### src/rtl/tcdm_rsp_packer.sv
// tcdm_rsp_packer: gathers per-lane TCDM read responses into per-lane FIFOs
// and releases one packed word (lane 0 in the LSBs) when every lane has data.
// Lane credit (lane_ready_o) accounts for buffered plus inflight requests.
// Optional macro TCDM_RSP_PACKER_ERR_CHECK_EN builds the sticky protocol-error
// detector; without it error_o is tied to 0.
module tcdm_rsp_packer #(
  parameter int unsigned NarrowDataWidth = 64,
  parameter int unsigned NumLanes        = 4,
  parameter int unsigned FifoDepth       = 4
) (
  input  logic                                clk_i,
  input  logic                                rst_ni,
  input  logic                                clear_i,
  input  logic [NumLanes-1:0]                 req_fire_i,
  output logic [NumLanes-1:0]                 lane_ready_o,
  input  logic [NumLanes-1:0]                 rsp_valid_i,
  input  logic [NumLanes*NarrowDataWidth-1:0] rsp_data_i,
  output logic                                out_valid_o,
  input  logic                                out_ready_i,
  output logic [NumLanes*NarrowDataWidth-1:0] out_data_o,
  output logic                                error_o
);

  localparam int unsigned AW = $clog2(FifoDepth);
  localparam int unsigned CW = $clog2(FifoDepth + 1);
  localparam logic [CW-1:0] DEPTH   = CW'(FifoDepth);
  localparam logic [CW:0]   DEPTH_W = (CW+1)'(FifoDepth);

  logic [NarrowDataWidth-1:0] mem_q  [NumLanes][FifoDepth];
  logic [AW-1:0]              wptr_q [NumLanes];
  logic [AW-1:0]              rptr_q [NumLanes];
  logic [CW-1:0]              occ_q  [NumLanes];
  logic [CW-1:0]              inf_q  [NumLanes];

  logic [NumLanes-1:0] lane_nonempty;
  logic [NumLanes-1:0] push_ok;
  logic                pop;

  // Output valid, pop, accepted pushes, lane credit and head-of-line data.
  always_comb begin
    lane_nonempty = '0;
    lane_ready_o  = '0;
    push_ok       = '0;
    out_data_o    = '0;
    for (int unsigned l = 0; l < NumLanes; l++) begin
      lane_nonempty[l] = (occ_q[l] != '0);
      lane_ready_o[l]  = ({1'b0, occ_q[l]} + {1'b0, inf_q[l]}) < DEPTH_W;
    end
    out_valid_o = &lane_nonempty;
    pop         = out_valid_o & out_ready_i;
    for (int unsigned l = 0; l < NumLanes; l++) begin
      // A full lane still accepts a push when it pops in the same cycle.
      push_ok[l] = rsp_valid_i[l] & ((occ_q[l] != DEPTH) | pop);
      if (out_valid_o) begin
        out_data_o[l*NarrowDataWidth +: NarrowDataWidth] = mem_q[l][rptr_q[l]];
      end
    end
  end

  // FIFO storage; no reset needed since reads are gated by occupancy.
  always_ff @(posedge clk_i) begin
    for (int unsigned l = 0; l < NumLanes; l++) begin
      if (!clear_i && push_ok[l]) begin
        mem_q[l][wptr_q[l]] <= rsp_data_i[l*NarrowDataWidth +: NarrowDataWidth];
      end
    end
  end

  // Pointers, occupancy and inflight counters per lane.
  always_ff @(posedge clk_i or negedge rst_ni) begin
    if (!rst_ni) begin
      for (int unsigned l = 0; l < NumLanes; l++) begin
        wptr_q[l] <= '0;
        rptr_q[l] <= '0;
        occ_q[l]  <= '0;
        inf_q[l]  <= '0;
      end
    end else if (clear_i) begin
      for (int unsigned l = 0; l < NumLanes; l++) begin
        wptr_q[l] <= '0;
        rptr_q[l] <= '0;
        occ_q[l]  <= '0;
        inf_q[l]  <= '0;
      end
    end else begin
      for (int unsigned l = 0; l < NumLanes; l++) begin
        if (push_ok[l]) wptr_q[l] <= wptr_q[l] + AW'(1);
        if (pop)        rptr_q[l] <= rptr_q[l] + AW'(1);
        case ({push_ok[l], pop})
          2'b10:   occ_q[l] <= occ_q[l] + CW'(1);
          2'b01:   occ_q[l] <= occ_q[l] - CW'(1);
          default: occ_q[l] <= occ_q[l];
        endcase
        case ({req_fire_i[l], rsp_valid_i[l]})
          2'b10:   if (inf_q[l] != DEPTH) inf_q[l] <= inf_q[l] + CW'(1);
          2'b01:   if (inf_q[l] != '0)    inf_q[l] <= inf_q[l] - CW'(1);
          default: inf_q[l] <= inf_q[l];
        endcase
      end
    end
  end

`ifdef TCDM_RSP_PACKER_ERR_CHECK_EN
  logic [NumLanes-1:0] err_event;
  logic                err_q;

  // Per-lane protocol errors: dropped push, inflight saturation or underflow.
  always_comb begin
    err_event = '0;
    for (int unsigned l = 0; l < NumLanes; l++) begin
      err_event[l] = (rsp_valid_i[l] & ~push_ok[l])
                   | (req_fire_i[l] & ~rsp_valid_i[l] & (inf_q[l] == DEPTH))
                   | (rsp_valid_i[l] & ~req_fire_i[l] & (inf_q[l] == '0));
    end
  end

  // Sticky error flag, cleared only by clear_i or reset.
  always_ff @(posedge clk_i or negedge rst_ni) begin
    if (!rst_ni) begin
      err_q <= 1'b0;
    end else if (clear_i) begin
      err_q <= 1'b0;
    end else if (|err_event) begin
      err_q <= 1'b1;
    end
  end

  assign error_o = err_q;
`else
  assign error_o = 1'b0;
`endif

endmodule

### config.mk
export PLATFORM = sky130hd
export DESIGN_NAME = tcdm_rsp_packer
export DESIGN_NICKNAME = d
export VERILOG_FILES = /design/src/rtl/tcdm_rsp_packer.sv
export SDC_FILE = /design/constraint.sdc
export NUM_CORES = 1
export LEC_CHECK = 0
export BUFFER_PORTS_ARGS = -buffer_cell sky130_fd_sc_hd__buf_2
export CAP_MARGIN = 20
export CORE_MARGIN = 1
export CORE_UTILIZATION = 49
export DETAILED_ROUTE_END_ITERATION = 16
export PLACE_DENSITY = 0.72
export SYNTH_ARGS = -nofsm -noshare
export SYNTH_HDL_FRONTEND = slang
export SYNTH_SLANG_ARGS = --single-unit
### constraint.sdc
create_clock -name clk_i -period 2.85 [get_ports clk_i]
set_input_delay 0.4275 -clock clk_i [delete_from_list [all_inputs] [get_ports clk_i]]
set_output_delay 0.4275 -clock clk_i [all_outputs]
set_load 0.01 [all_outputs]
Word level (Yosys, flattened, before mapping) --
Memories as Yosys holds them, arrays and structs flattened. Cells that the tools add are included.
Word-level totals: register bits after elaboration 40, memories kept 1, word-level logic and storage cells 205, output and inout bits 262, memory bits (writable) 1024
Memory list:
- mem_q | words 4, bits a word 256, read ports 4, clocked after memory_dff 0, wr ports 4, RTL line 29 | logic [NarrowDataWidth-1:0] mem_q [NumLanes][FifoDepth];
Operators by class: bitwise operators 17, reductions and logical operators 35, equality and inequality tests 32, $add $sub $neg 28, muxes and demuxes 60, magnitude comparators 16
Operator list (number):
- 256-bit two-way mux | 4
- 64-bit two-way mux | 16
- 64-bit binary-select mux with 2-bit select | 4
- 64-bit demux with 2-bit select | 4
- 3-bit inequality test, second input constant | 16
- 3-bit case mux with 2 select lines | 8
- 3-bit nonzero test | 16
- 3-bit by 1-bit adder with 3-bit output, second input constant | 8
- 3-bit greater-or-equal comparator, second input constant | 8
- 12-bit two-way mux | 2
- 3-bit two-way mux | 8
- 2-bit inverter with 3-bit output | 8
- 3-bit by 1-bit subtractor with 3-bit output, second input constant | 8
- 2-bit by 1-bit adder with 2-bit output, second input constant | 8
- 3-bit by 3-bit adder with 4-bit output | 4
- 2-bit by 1-bit equality test with 1-bit output, second input constant | 8
- 2-bit equality test, second input constant | 8
- 4-bit by 3-bit < comparator with 1-bit output, second input constant | 4
- 2-bit two-way mux | 8
- 8-bit two-way mux | 2
- 3-bit by 1-bit < comparator with 1-bit output, second input constant | 4
- 3-bit AND reduction | 4
- 2-bit nonzero test | 5
- 1-bit logical AND | 8
- 5 further kinds | 15

Logic depth before layout (Yosys ltp) --
Gate-level depths: netlist (run 1).
depth after elaboration 8, gate-level depth with buffers 10, mapped depth without buffers 8

Least setup slack after synthesis (run 1) --
Ideal clock, no wire load.
kind register to register, start point register occ_q[7] (netlist bit), end point memory mem_q[2][0] (netlist bit) (enable), buffers on the path 0, arrival 2.667 ns, path slack -0.246 ns, required time 2.421 ns, cell stages (with the launch flop) 6, period minus slack after synthesis 3.096 ns, cell sequence dfrtp_1 nor3_1 nor4b_1 o21ai_1 nor2_1 and2_1
RTL lines:
- start, declared | RTL line 32 | logic [CW-1:0] occ_q [NumLanes];
- start signal, assigned by index | RTL line 90 | 2'b10: occ_q[l] <= occ_q[l] + CW'(1);
- start signal, assigned by index | RTL line 91 | 2'b01: occ_q[l] <= occ_q[l] - CW'(1);
- start signal, assigned by index | RTL line 92 | default: occ_q[l] <= occ_q[l];
- end, declared | RTL line 29

Final worst setup path (run 1) --
start point register occ_q[3] (netlist bit), end point output port out_data_o[56]
On the way: longest elaborated chain between the ends 3
Ends and longest elaborated chain:
- 3-bit nonzero test | RTL line 46 | lane_nonempty[l] = (occ_q[l] != '0);
- 4-bit AND reduction | RTL line 49 | out_valid_o = &lane_nonempty;
- 64-bit two-way mux | RTL line 54 | if (out_valid_o) begin
- end, declared | RTL line 20 | output logic [NumLanes*NarrowDataWidth-1:0] out_data_o,
Every way passes these cells.

==> key figures, run 1 <==
Setup path
  – Crit path kind: flip-flop to output port
  – Worst Setup Start Kind: flip-flop
  – Worst reg-to-reg setup slack: 180 ps
  – RR Endpoint: occ_q[4]
  – CP Capture Type: output port
  – CP required: 2420 ps
  – Crit Reg-Reg Startpoint: occ_q[8]
  – Reg2reg path depth: 8
  – Largest fanout on the critical path: 10
  – Critical path arrival: 2430 ps

Clock tree
  – CTS tree: yes
  – Worst-Skew Late Latency: 680 ps
  – CTS Buf Count: 107
  – CTS Buffer Depth: 3
  – Clock root cell: clkbuf_16
  – H-tree levels: 3
  – Total clock sinks: 1064
  – Clk slew on worst S/H paths: 60 ps

Drt
  – Post-route ant nets: 0
  – DR iter-0 viols: 1225
  – Routed length per instance: 23.4 um
  – Routed via count: 22000
  – Drt first pass iters: 5
  – DRC errors left: 0
  – DRT Wirelength: 94100 um
  – Post-DR vias/cell: 5.48

Power and ir drop
  – Peak VDD IR: 0.000658 V
  – Pleak: 18.7 nW
  – Tot Pwr: 33.8 mW
  – Pwr dens: 640 mW/mm2

Timing
  – Setup violations, final: 1
  – Measured slew at the worst slew-check pin: 687 ps
  – Hold Vio Cnt, Final: 0
  – Pins over their slew limit: 0
  – Slew HR: 0.539
  – Final period util: 1.00
  – Slack of the critical path: -4.77 ps
  – F_max: 350 MHz
  – RSZ-0062 raised after global routing: true
  – Clock skew: 23.5 ps
  – Min Clock Period, post-route: 2850 ps

Yosys
  – Post-synthesis area per instance: 21.5 um2
  – Yosys reg bits: 1064
  – Share of the synthesized area in the top cell type: 0.745
  – Synth Area in Compound Gates: 0.00530
  – Synth Area in XOR/XNOR: 0.00552
  – Async S/R FF share, synth: 0.0376
  – Post-Synth Adder-Cell Area: 0.0112
  – Count leader, synth: edfxtp_1
  – Seq/Total Area, Yosys: 0.769
  – Top cells by area, synth: edfxtp_1, mux4_2, and2_1, dfrtp_1, ha_1
  – Main combinational cell family by area after synthesis: multiplexers
  – Area leader, netlist: edfxtp_1
  – Multiplexer share of the synthesized area: 0.142
  – Syn nets: 2221
  – Post-Synthesis Cells: 1921
  – Synth top cells by count: edfxtp_1, and2_1, mux4_2
  – Yosys cell types: 44
  – Synthesized area: 0.0413 mm2
  – Synthesis Warnings: 0
  – Post-synth EDFFs: 1024
  – Main synth FF type: edfxtp_1
  – Synth Area in Simple Gates: 0.0558

Place
  – Placed cells: 3509
  – RD Place Congestion: 0.780
  – Port Buf Inserts: 528
  – Place WS: 11.3 ps
  – Final HPWL from detailed placement: 55800 um

Die
  – Die Ht: 292 um
  – Core area: 0.0836 mm2
  – Initial Util: 0.494
  – Chip Width: 292 um
  – Row count: 106
  – # IOs: 530
  – Die area: 0.0854 mm2

Global routing
  – GRT Total Usage: 0.215
  – Pin count of the biggest net entering global routing: 65
  – First-pass GRT wire length: 139000 um
  – GR Overflow Total: 0
  – Vias in the first global route: 23300
  – Initial antenna violation count: 16

Flow run
  – Max Cap Violations: 0

Hold path
  – HP Start: rsp_valid_i[1]
  – Worst Hold Path EP: occ_q[7]
  – Number of cells on the worst hold path: 2
  – Hold WC Path Type: input port to flip-flop

Status
  – Status: finished, violations left
  – Failing checks: setup timing

Cells and area
  – Area grow syn2layout: 27.8%
  – Fin nets: 3132
  – Finished Layout Cells: 4017
  – Share of cells above drive strength 1: 0.383
how the worst max path moves through the flow:
stage          cells after the start     start        endpoint  slack (ps)
4_1_cts                            8  occ_q[0]  out_data_o[62]         -70
2_1_floorplan                      9  occ_q[3]        occ_q[2]         350
3_3_place_gp                       7  occ_q[7]        occ_q[2]         120
5_1_grt                            7  occ_q[3]  out_data_o[56]         -40
6_report                           7  occ_q[3]  out_data_o[56]          -5
3_5_place_dp                       7  occ_q[7]        occ_q[7]          10
worst max-delay path: stages, from the launching register on:
cell and delay [ps]:
dfrtp_2 430, nor3_2 80, nor4_4 330, buf_6 220, clkbuf_16 210, clkbuf_16 170
and2_1 170, buf_2 140
kinds of logic (layout without fill, tap and decap cells):
logic type / Yosys count / after routing
muxes: 266 / 266
xor gates and xnor gates: 26 / 26
DFF: 1064 / 1064
and+or+nand+nor: 391 / 391
other: 1 / 17
adders and majority gates: 32 / 32
buffers and inverters: 106 / 1106
AOI/OAI and AO/OA: 35 / 35
report_power, final:
part	switching [mW]	total (mW)	internal (mW)	leakage, nW
Sequential	0.226	17.9	17.7	9.81
Combinational	1.20	2.34	1.15	7.23
Clock	5.74	13.5	7.75	1.64
metrics by stage:
stage               utilization  TNS (ps)  hold WS (ps)  cell area (um2)
CTS                       0.627     -2210          37.5            52400
global placement          0.550         0           551            46000
detailed placement        0.550         0           582            46000
finish                    0.631     -4.77           110            52800
floorplan                     -         0           132            41300
global route              0.631     -1190           117            52700
per-layer routing:
metal	track usage	up-vias	part of all wire
met1	0.261	11400	0.37
met5	0	-	0.00045
met2	0.381	799	0.54
met3	0.0345	205	0.053
li1	-	9598	-
met4	0.0950	6	0.038
sequential cells by signal (all words and copies together) (netlist names):
name	cells
occ_q	12
mem_q	1024
rptr_q	8
inf_q	12
wptr_q	8
layout by cell type, fill, tap and decap left out, types with 9 or more instances in the layout:
cell,instances
mux4_2,256
clkbuf_16,114
and3_1,10
dfrtp_1,25
diode_2,16
clkinv_2,14
buf_2,506
inv_1,10
clkinv_1,24
nor3_1,10
buf_16,9
dlygate4sd3_1,257
and2_4,26
and2_1,231
buf_4,65
nor2_1,40
dfrtp_2,9
o21ai_0,10
ha_1,24
clkbuf_1,27
buf_6,19
nand2_1,19
xnor2_1,18
edfxtp_1,1024
and2_2,16
buf_12,36
final cells by class:
type	instances	area, um2
Antenna cell	16	40.0
Clock buffer	140	2880
Clock inverter	58	493
Fill cell	5624	30800
Inverter	10	37.5
Multi-Input combinational cell	751	9230
Sequential cell	1064	31800
Tap cell	1080	1350
Timing Repair Buffer	898	6930
repair_timing:
| action | in CTS | in global routing |
|---|---|---|
| buffers inserted | 19 | 7 |
| hold buffers | 257 | 0 |
| pin swaps | 4 | 1 |
| resized for setup | 47 | 39 |
| endpoints found under the hold margin | 1064 | 0 |
| setup endpoints to repair | 257 | 241 |
| gates cloned | 5 | 6 |
Note: power is estimated with default switching activity, not from simulation.
==> run 2, diff against run 1 <==
==> constraint.sdc (replaced) <==
create_clock -name clk_i -period 2.85 [get_ports clk_i]
set_input_delay 0.4275 -clock clk_i [delete_from_list [all_inputs] [get_ports clk_i]]
set_output_delay 0.4275 -clock clk_i [all_outputs]
set_load 0.02 [all_outputs]
==> run 2 against run 1 <==
  * The flow now finishes without violations
  * Design area up 1.8%
  * Clock skew up 14 ps
  * Global-route usage up 0.50 points
  * Critical path type unchanged
  * Highest routed layer unchanged
==> key figures, run 2 (same netlist as run 1, synthesis figures left out) <==
Drt
  – DRT Wirelength: 96500 um
  – Post-DR vias/cell: 5.51
  – DR iter-0 viols: 1434
  – Post-route ant nets: 0
  – Routed via count: 22200
  – DRC errors left: 0
  – Drt first pass iters: 5
  – Routed length per instance: 24.0 um

Hold path
  – Hold WC Path Type: input port to flip-flop
  – HP Start: rsp_valid_i[1]

Die
  – Die area: 0.0854 mm2
  – Chip Width: 292 um
  – Die Ht: 292 um
  – Core area: 0.0836 mm2
  – # IOs: 530
  – Initial Util: 0.494
  – Row count: 106

Clock tree
  – Clk slew on worst S/H paths: 60 ps
  – Total clock sinks: 1064
  – H-tree levels: 3
  – CTS Buf Count: 108
  – Clock root cell: clkbuf_16
  – CTS Buffer Depth: 3
  – Worst-Skew Late Latency: 680 ps
  – CTS tree: yes

Timing
  – Final period util: 0.994
  – Min Clock Period, post-route: 2830 ps
  – Setup violations, final: 0
  – Clock skew: 37.1 ps
  – Hold Vio Cnt, Final: 0
  – F_max: 353 MHz
  – Pins over their slew limit: 0
  – Slew HR: 0.413
  – Hold_ws: 70.7 ps
  – Measured slew at the worst slew-check pin: 881 ps
  – RSZ-0062 raised after global routing: true

Global routing
  – Grt met3 use: 0.0426
  – First-pass GRT wire length: 142000 um
  – GRT Total Usage: 0.220
  – Initial antenna violation count: 12
  – Vias in the first global route: 23600
  – GR Util met2: 0.387
  – GR Overflow Total: 0
  – Met1 Use GR: 0.264
  – Pin count of the biggest net entering global routing: 65
  – Most Used Layer, Global Route: met2

Setup path
  – Worst Setup Start Kind: flip-flop
  – CP Capture Type: output port
  – Critical path arrival: 2400 ps
  – Crit Reg-Reg Startpoint: occ_q[8]
  – Crit path from: occ_q[4]
  – Crit path kind: flip-flop to output port
  – Largest fanout on the critical path: 6
  – CP required: 2420 ps

Place
  – Final HPWL from detailed placement: 54800 um
  – Port Buf Inserts: 528
  – Area after DPL: 0.0459 mm2
  – RD Place Congestion: 0.768

Cells and area
  – Leading cell type in the layout, fill and taps excluded: edfxtp_1
  – Fin nets: 3144
  – Max FFs per register: 1024
  – Share of cells above drive strength 1: 0.410
  – Final instance area: 0.0537 mm2
  – Commonest cells after routing, fill and taps aside: edfxtp_1, buf_2, dlygate4sd3_1
  – Area grow syn2layout: 30.1%

Flow run
  – Max Cap Violations: 0

Power and ir drop
  – Tot Pwr: 34.1 mW
  – Pwr dens: 635 mW/mm2
  – Peak VDD IR: 0.000522 V
  – Pleak: 18.9 nW

Status
  – Status: finished, final reports clean
## run 2: what timing repair did
item / 4_1_cts / 5_1_grt
buffers inserted: 26 / 16
resized for setup: 245 / 94
pin swaps: 12 / 8
cloned: 10 / 7
hold buffers: 257 / 0
endpoints found under the hold margin: 1057 / 0
endpoints found under the setup margin: 257 / 305
## run 2: path summary, 6_finish.rpt
kind	to	slack, ps	depth (start not counted)
setup / recovery	out_data_o[62]	20	8
hold / removal	occ_q[7]	70	2
setup reg to reg	occ_q[4]	150	9
hold reg to reg	inf_q[4]	580	2
max in group asynchronous	rptr_q[7]	1720	2
min in group asynchronous	rptr_q[3]	460	2
## run 2: final cells by class
cell class / instances / area, um2
Timing Repair Buffer: 909 / 7660
Fill cell: 5446 / 29900
Antenna cell: 11 / 27.5
Multi-Input combinational cell: 751 / 9400
Clock inverter: 71 / 632
Sequential cell: 1064 / 31800
Inverter: 10 / 37.5
Tap cell: 1080 / 1350
Clock buffer: 128 / 2800
## run 2: per-stage QoR
stage,setup slack [ps],setup TNS [ps],cells,utilization
floorplan,354,0,1921,-
detailed placement,102,0,3499,0.549
finish,18.4,0,4024,0.643
CTS,-54.3,-1550,3991,0.636
global route,-75.1,-3920,4021,0.643
global placement,163,0,3499,0.549
## run 2: worst max-delay path, stage by stage (launching register included)
cell and delay (ps):
dfrtp_2 420, nor3_2 80, nor4_4 320, buf_4 200
buf_12 150, buf_12 150, buf_16 140, and2_4 150
buf_6 120
## run 2: report_power, final
| group | switching, mW | internal [mW] |
|---|---|---|
| clock | 5.89 | 7.77 |
| combinational | 1.31 | 1.22 |
| sequential | 0.226 | 17.7 |
| total | 7.43 | 26.7 |
## run 2: metal layers
| metal | up-vias | share of wire |
|---|---|---|
| met3 | 184 | 0.055 |
| met1 | 11500 | 0.37 |
| met4 | 6 | 0.037 |
| li1 | 9612 | - |
| met2 | 856 | 0.54 |
| met5 | - | 0.00036 |
==> run 3, diff against run 2 <==
--- a/config.mk
+++ b/config.mk
@@ -9,6 +9,7 @@
 export CAP_MARGIN = 20
 export CORE_MARGIN = 1
 export CORE_UTILIZATION = 49
+export CTS_BUF_LIST = sky130_fd_sc_hd__clkbuf_8
 export DETAILED_ROUTE_END_ITERATION = 16
 export PLACE_DENSITY = 0.72
 export SYNTH_ARGS = -nofsm -noshare
==> run 3 against run 2 <==
  * The flow now finishes with violations (setup timing)
  * Critical endpoint is now out_data_o[232]
  * Design area increased by 4.6%
  * Clock-buffer cell count rose by 41
  * Sequential cell count unchanged
  * Non-clock buffer count grew 70
  * Routed wire length is 13% higher
  * Sequential power hardly changed
==> key figures, run 3 (same netlist as run 1, synthesis figures left out) <==
Power and ir drop
  – Logic pwr share: 0.087
  – Pleak: 20.0 nW
  – Net switching power: 7.67 mW
  – Pwr dens: 587 mW/mm2
  – Seq pwr share: 0.544
  – Switching share of power: 0.232
  – Clk pwr share: 0.369
  – Peak VDD IR: 0.000443 V
  – Int Power: 25.3 mW

Setup path
  – Top delay family on crit path: buffers and inverters
  – Crit Reg-Reg Startpoint: occ_q[4]
  – Largest fanout on the critical path: 6
  – Reg2reg path depth: 9
  – Worst Setup Start Kind: flip-flop
  – Slowest stage delay, CP: 470 ps
  – Critical path arrival: 2570 ps
  – CP Capture Type: output port
  – Most used cell, CP: buf_12
  – RR Endpoint: mem_q[1][43]
  – Crit path kind: flip-flop to output port
  – CP Buf/Inv Count: 6
  – Slowest-stage cell, CP: dfrtp_2
  – Worst reg-to-reg setup slack: 50 ps
  – Worst path cell trace: nor3_4, nor4_4, buf_6, buf_12, buf_12, buf_12, buf_12, and2_4, buf_6
  – CP required: 2420 ps

Cells and area
  – Fin nets: 3274
  – Multi-input gate area: 0.00984 mm2
  – Finished Layout Cells: 4189
  – Share of cells above drive strength 1: 0.480
  – Area grow syn2layout: 36.1%
  – Commonest cells after routing, fill and taps aside: edfxtp_1, buf_6, buf_2
  – Leading cell type in the layout, fill and taps excluded: edfxtp_1
  – Fillers: 5081
  – Max FFs per register: 1024
  – Reg area: 0.0318 mm2

Drt
  – Post-DR vias/cell: 5.59
  – DR iter-0 viols: 1592
  – DRT Wirelength: 109000 um
  – Drt first pass iters: 5
  – Routed via count: 23400
  – Post-route ant nets: 0
  – Routed length per instance: 25.9 um
  – DRC errors left: 0

Clock tree
  – Worst-Skew Late Latency: 820 ps
  – CTS Buf Count: 168
  – H-tree levels: 4
  – CTS tree: yes
  – Clk slew on worst S/H paths: 60 ps
  – Total clock sinks: 1064
  – CTS Buffer Depth: 3
  – Clock root cell: clkbuf_8

Place
  – Port Buf Inserts: 528
  – RD Place Congestion: 0.768
  – Placed cells: 3499
  – Final HPWL from detailed placement: 54800 um

Timing
  – RSZ-0062 raised after global routing: true
  – Hold_ws: 111 ps
  – Pins over their slew limit: 0
  – Slew HR: 0.418
  – Measured slew at the worst slew-check pin: 873 ps
  – F_max: 334 MHz
  – Final period util: 1.05
  – Slack of the critical path: -148 ps
  – Clock skew: 38.5 ps
  – Hold Vio Cnt, Final: 0
  – Min Clock Period, post-route: 3000 ps
  – Setup violations, final: 230
  – Setup_tns: -11950 ps

Die
  – Row count: 106
  – Core area: 0.0836 mm2
  – # IOs: 530
  – Chip Width: 292 um
  – Initial Util: 0.494
  – Die Ht: 292 um
  – Die area: 0.0854 mm2

Hold path
  – HP Start: req_fire_i[1]
  – Number of cells on the worst hold path: 4
  – Worst Hold Path EP: inf_q[7]
  – Hold WC Path Type: input port to flip-flop

Flow run
  – Max Cap Violations: 0

Global routing
  – GR Overflow Total: 0
  – First-pass GRT wire length: 154000 um
  – GRT Total Usage: 0.243
  – Initial antenna violation count: 13
  – Vias in the first global route: 25000
  – Pin count of the biggest net entering global routing: 65

Status
  – Status: finished, violations left
  – Failing checks: setup timing
## run 3: cell types whose count changed in the layout (fill, tap and decap cells not counted), moves of 19 or more
cell,change
and2_1,-165
and2_4,+167
buf_12,+25
buf_2,-142
buf_4,-41
buf_6,+195
clkbuf_1,-19
clkbuf_16,-105
clkbuf_8,+169
inv_1,+54
## run 3: worst max path at each step
stage | startpoint | endpoint | depth (start not counted)
6_report | occ_q[7] | out_data_o[232] | 9
5_1_grt | occ_q[4] | out_data_o[144] | 9
4_1_cts | occ_q[2] | out_data_o[44] | 9
3_5_place_dp | occ_q[7] | occ_q[2] | 8
3_3_place_gp | occ_q[7] | occ_q[2] | 8
2_1_floorplan | occ_q[3] | occ_q[2] | 9
## run 3: power groups by stage
stage / Combinational (mW) / Clock, mW / Sequential [mW]
final: 2.89 / 12.2 / 17.9
after global routing: 3.07 / 13.1 / 18.0
after CTS: 2.74 / 12.3 / 17.9
after detailed placement: 1.97 / 0 / 18.3
after global placement: 1.87 / 0 / 18.2
after floorplan: 1.10 / 0 / 18.2
## run 3: worst reg2reg max path, stage by stage (launching register included)
cell,delay (ps)
dfrtp_2,470
buf_4,160
buf_4,120
o31ai_1,410
buf_4,220
nor3_1,50
o21ai_1,240
nor2_1,110
and2_2,390
buf_12,280
## run 3: timing repair
item                                    CTS  global route
gates resized for setup                 718           206
endpoints found under the hold margin  1065             0
setup buffers                            69            23
pin swaps                                59            78
hold buffers                            260             0
setup endpoints to repair               257           260
gates cloned                             38            15
## run 3: per-layer routing
layer  up-vias  routed length (um)  GRT usage
li1       9887                   -          -
met1     12200               39000      0.284
met2      1040               58300      0.429
met3       287                6680     0.0546
met4         6                4690      0.112
met5         -                  36          0
## run 3: layout make-up
type | instances | share of cell area
Clock inverter | 123 | 0.0133
Sequential cell | 1064 | 0.566
Multi-Input combinational cell | 751 | 0.175
Timing Repair Buffer | 979 | 0.179
Antenna cell | 13 | 0.000579
Tap cell | 1080 | 0.0241
Clock buffer | 169 | 0.0414
Inverter | 10 | 0.000668
## run 3: stage by stage
step | total power, mW | util | setup WS (ps) | area, um2
global placement | 20.1 | 0.549 | 163 | 45900
finish | 33.0 | 0.672 | -148 | 56200
detailed placement | 20.2 | 0.549 | 102 | 45900
CTS | 32.9 | 0.663 | -266 | 55400
global route | 34.1 | 0.672 | -285 | 56200
floorplan | 19.3 | - | 354 | 41300
